### config.mk
export PLATFORM = sky130hd
export DESIGN_NAME = pwm_compare
export DESIGN_NICKNAME = d
export VERILOG_FILES = /design/src/rtl/pwm_compare.sv
export SDC_FILE = /design/constraint.sdc
export NUM_CORES = 1
export LEC_CHECK = 0
export CORE_AREA = 2 2 39 41
export CTS_BUF_LIST = sky130_fd_sc_hd__clkbuf_4 sky130_fd_sc_hd__clkbuf_8
export DETAILED_ROUTE_END_ITERATION = 12
export DIE_AREA = 0 0 41 43
export PLACE_DENSITY = 0.77
export SYNTH_ARGS = -nofsm -noshare
export SYNTH_HDL_FRONTEND = slang
export SYNTH_SLANG_ARGS = --single-unit
### constraint.sdc
create_clock -name CLoK -period 2.28 [get_ports CLoK]
set_input_delay 0.228 -clock CLoK [delete_from_list [all_inputs] [get_ports CLoK]]
set_output_delay 0.228 -clock CLoK [all_outputs]
set_load 0.005 [all_outputs]
### src/rtl/pwm_compare.sv
// PWM comparator: compares CNTR against a double-buffered duty and drives a registered PWM output.
// Defining PWM_INVERT_EN makes the waveform active-low (PWM_OUT resets to 1).
module pwm_compare #(
  parameter int WIDTH    = 4,
  parameter int RST_DUTY = 8
) (
  input  logic             CLoK,
  input  logic             RST_N,
  input  logic [WIDTH-1:0] CNTR,
  input  logic [WIDTH:0]   DUTY_IN,
  input  logic             DUTY_LD,
  output logic             PWM_OUT,
  output logic             UPD_PEND,
  output logic             UPD_DONE,
  output logic             PERIOD_END
);

  localparam logic [WIDTH:0] DUTY_MAX  = {1'b1, {WIDTH{1'b0}}};
  localparam logic [WIDTH:0] RST_DUTY_C =
      (RST_DUTY > (2 ** WIDTH)) ? DUTY_MAX : (WIDTH+1)'(RST_DUTY);

`ifdef PWM_INVERT_EN
  localparam logic PWM_POL = 1'b1;
`else
  localparam logic PWM_POL = 1'b0;
`endif

  typedef enum logic {IDLE, PENDING} state_t;

  state_t         state_q;
  logic [WIDTH:0] duty_act_q;
  logic [WIDTH:0] duty_pend_q;
  logic           pwm_q;
  logic           upd_done_q;
  logic           period_end_q;

  logic           wrap;
  logic [WIDTH:0] duty_in_clamped;
  logic           pwm_d;

  assign wrap            = (CNTR == {WIDTH{1'b1}});
  assign duty_in_clamped = (DUTY_IN > DUTY_MAX) ? DUTY_MAX : DUTY_IN;
  // The compare always sees the duty that was active before this edge.
  assign pwm_d           = ({1'b0, CNTR} < duty_act_q) ^ PWM_POL;

  always_ff @(posedge CLoK or negedge RST_N) begin
    if (!RST_N) begin
      state_q      <= IDLE;
      duty_act_q   <= RST_DUTY_C;
      duty_pend_q  <= RST_DUTY_C;
      pwm_q        <= PWM_POL;
      upd_done_q   <= 1'b0;
      period_end_q <= 1'b0;
    end else begin
      pwm_q        <= pwm_d;
      period_end_q <= wrap;
      upd_done_q   <= 1'b0;
      unique case (state_q)
        IDLE: begin
          // A load on a wrap edge is only captured; it waits for the next wrap.
          if (DUTY_LD) begin
            duty_pend_q <= duty_in_clamped;
            state_q     <= PENDING;
          end
        end
        PENDING: begin
          if (wrap) begin
            duty_act_q <= duty_pend_q;
            upd_done_q <= 1'b1;
            if (DUTY_LD) begin
              duty_pend_q <= duty_in_clamped;
            end else begin
              state_q <= IDLE;
            end
          end else if (DUTY_LD) begin
            duty_pend_q <= duty_in_clamped;
          end
        end
        default: state_q <= IDLE;
      endcase
    end
  end

  assign PWM_OUT    = pwm_q;
  assign UPD_PEND   = (state_q == PENDING);
  assign UPD_DONE   = upd_done_q;
  assign PERIOD_END = period_end_q;

endmodule

### Word-level counts from Yosys, hierarchy flattened

Index checks and enable logic that the tools add are counted.

* register bits: 14
* word-level logic and storage cells: 18

* $lt $le $gt $ge: 2
* equal/unequal tests: 1
* muxes and demuxes: 7
* bitwise operators: 1
* reduce and logical (&&, ||, !) cells: 1

Operators with widths (count)
* $mux 5: 2
* $gt 5x5->1 const B: 1
* $lt 4x5->1: 1
* $eq 4x4->1 const B: 1
* $mux 1: 4
* $pmux 1 s2: 1
* $reduce_and 2->1: 1
* $not 1->1: 1

### Longest topological paths before layout

* depth after elaboration: 3
* mapped depth: 5
* mapped depth without buffers: 5

### Least setup slack after synthesis

OpenSTA, ideal clock, no wires.

* path kind: register -> register
* start point: reg duty_act_q[3]
* end point: reg pwm_q, in the netlist PWM_OUT
* setup time: 0.125 ns
* arrival: 0.949 ns
* data required time: 2.155 ns
* path slack: 1.206 ns
* cell stages (with the launch flop): 6
* buffers on the path: 0
* clock period less this slack: 1.074 ns
* cells stage by stage: dfstp_2 > inv_1 > ha_1 > nor2_1 > nor2_1 > o31ai_1

* cells in the longest elaborated chain, start to end: 1

Ends and longest elaborated chain
* start, declared: line 31 `logic [WIDTH:0] duty_act_q;`
* start signal, assigned: line 68 `duty_act_q <= duty_pend_q;`
* $lt 4x5->1: line 44 `assign pwm_d = ({1'b0, CNTR} < duty_act_q) ^ PWM_POL;`
* via pwm_d: line 39 `logic pwm_d;`
* end signal, assigned: line 55 `pwm_q <= pwm_d;`
* end, declared: line 33 `logic pwm_q;`

The timed path passes the listed nets, and every way through them passes these cells.
A chain may end at the register's enable or synchronous reset.

### Worst setup path after layout

* start point: reg state_q, in the netlist UPD_PEND
* end point: out UPD_PEND

RTL lines
* start, declared: line 30 `state_t state_q;`
* start signal, assigned: line 48 `state_q <= IDLE;`
* start signal, assigned: line 63 `state_q <= PENDING;`
* start signal, assigned: line 73 `state_q <= IDLE;`
* end, declared: line 13 `output logic UPD_PEND,`

No word-level cell between the ends.

==> results.tsv <==
metric	value	unit
Max Fclk	697	MHz
status	finished, final reports clean	
via count	389	
die height	43	um
Root Buffer	clkbuf_4	
type of element launching the critical path	flop	
Crit path max-delay family	buffers and inverters	
core area	1380	um^2
Max Root-Sink Buffers	2	
Req. time, crit path	2.05	ns
largest net degree at the start of global routing	15	
most frequent cells in the layout	clkdlybuf4s50_1 (15), dfrtp_1 (12), inv_1 (9), o21ai_1 (5), nand3b_1 (4)	
Mapped Cells	50	
Worst path max stage delay	0.52	ns
total number of clock tree sinks	14	
CTS-repair resized insts	0	
Max VDD drop	0.000322	V
Avg Cell Area, Syn	12.2	um^2
synth warn	0	
Power Density	728	nW/um^2
CP arrival	1.21	ns
DRT Pass-1 Iters	4	
initial DRC count	4	
Worst Skew	0.00224	ns
period utilisation layout	62.9	%
Mapped Area	609	um^2
dpl ws	0.771	ns
share of the synthesized area in the top cell type	49.3	%
CTS Hold Bufs	0	
library cells used by synthesis	16	
unrepaired setup endpoints after global routing	no	
worst path cell trace	clkdlybuf4s50_1	
CP endpoint kind	primary output	
DPL Wire Length	763	um
cell total after placement	80	
# diodes	0	
Slew HR	60.0	%
Critical Path Fanout Max	3	
first-pass GRT wire length	1590	um
final-report max-slew violation count	0	
Initial Util	44.0	%
ranking of synthesized cells by area	dfrtp_1 (49%), dfstp_2 (8.6%), ha_1 (6.2%)	
Leak	0.399	nW
WL per Instance	11.5	um
worst skew pair latency	0.27	ns
register area share after synthesis	57.9	%
routed wire length	963	um
initial antenna violation count	0	
fin cells	84	
vias in the first global route	390	
post-CTS setup buffer count	0	
Setup TNS Final	0	ns
Final WS setup	0.845	ns
post-synth net total	65	
Post-route DRC	0	
most area-hungry cell type in the Yosys netlist	dfrtp_1	
share of layout cells above drive strength 1	14.7	%
port buffer count	15	
Post-DRT Antenna Nets	0	
max cap viols	0	
DIE WIDTH	41	um
Worst-Margin Slew	0.598	ns
Die Area	1760	um^2
Rows	14	
fin crit period	1.43	ns
Util after Layout	58.6	%
Seq cells post-synth	14	
Hold Path Class	input port to async pin	
Vias/cell	4.63	
# IOs	16	
CP max stage cell	clkdlybuf4s50_1	
area delta synth->final	33.1	%
clock transition at the registers of the reported paths	0.08	ns
TritonCTS clock tree	built	
# setup viols final	0	
Worst Path Buf+Inv	1	
leading cell type in the layout, fill and taps excluded	clkdlybuf4s50_1	
H-tree levels	1	
Nets	84	
GP Congestion	0.654	
final hold viol count	0	
total track usage	14.0	%
number of CTS-inserted buffers	3	
remaining global-route overflow	0	
type of the worst setup path	flop to primary output	
==> metal layers <==
metal / GRT usage, % / part of all wire (%) / vias to the layer above
met2: 20.3 / 47 / 14
met4: 10.0 / 1.5 / 0
met5: 0 / 0 / -
met1: 17.5 / 45 / 171
met3: 3.14 / 6.0 / 2
li1: - / - / 202
==> state kept, by name (all words and copies together) (netlist names) <==
register,cells
PWM_OUT,1
UPD_PEND,1
duty_act_q,5
duty_pend_q,5
UPD_DONE,1
PERIOD_END,1
==> power breakdown <==
part           total, W  switching, W  internal, W  leakage [nW]
combinational  0.000117     0.0000485    0.0000684         0.209
sequential     0.000301     0.0000135     0.000288         0.169
clock          0.000172     0.0000748    0.0000970        0.0210
total          0.000590      0.000137     0.000453         0.399
==> logic make-up after synthesis <==
| group | after synthesis | share of synthesized area, % |
|---|---|---|
| compound gates | 8 | 7.39 |
| mux | 6 | 11.7 |
| buf+inv | 10 | 6.36 |
| simple gates | 9 | 10.5 |
| fa+ha+maj | 3 | 6.16 |
| flops | 14 | 57.9 |
==> cells in the mapped netlist, drive strengths merged <==
cell type	instances
inv	9
a21oi	1
dfstp	2
dfrtp	12
mux2i	3
o21ai	5
ha	3
buf	1
o21bai	1
o31ai	1
nand2	1
nor2	3
mux2	3
nand3b	4
and4	1
==> metrics by stage <==
step / power (W) / hold slack [ns] / area [um^2]
2_1_floorplan: 0.000370 / -0.0676 / 609
3_3_place_gp: 0.000422 / 0.467 / 774
3_5_place_dp: 0.000427 / 0.473 / 774
4_1_cts: 0.000603 / 0.349 / 811
5_1_grt: 0.000630 / 0.369 / 811
6_report: 0.000590 / 0.328 / 811
==> layout make-up <==
| type | instances | area [um^2] |
|---|---|---|
| multi-input cells | 26 | 218 |
| fillers | 133 | 573 |
| repair buffers | 15 | 150 |
| inverters | 9 | 33.8 |
| flip-flops and latches | 14 | 353 |
| well taps | 16 | 20.0 |
| clock buffers | 4 | 36.3 |
==> path summary, 6_finish.rpt <==
| path | to | cells after the start | startpoint | slack (ns) |
|---|---|---|---|---|
| worst min-delay path | duty_act_q[4] | 1 | RST_N | 0.33 |
| worst max-delay path | UPD_PEND | 1 | UPD_PEND | 0.85 |
| worst max register to register | PWM_OUT | 5 | duty_act_q[3] | 1.15 |
| min in group CLoK | duty_pend_q[3] | 2 | duty_pend_q[3] | 0.48 |
| worst min register to register | duty_pend_q[3] | 2 | duty_pend_q[3] | 0.48 |
| max in group asynchronous | UPD_DONE | 1 | RST_N | 1.57 |
Note: power is estimated with default switching activity, not from simulation.
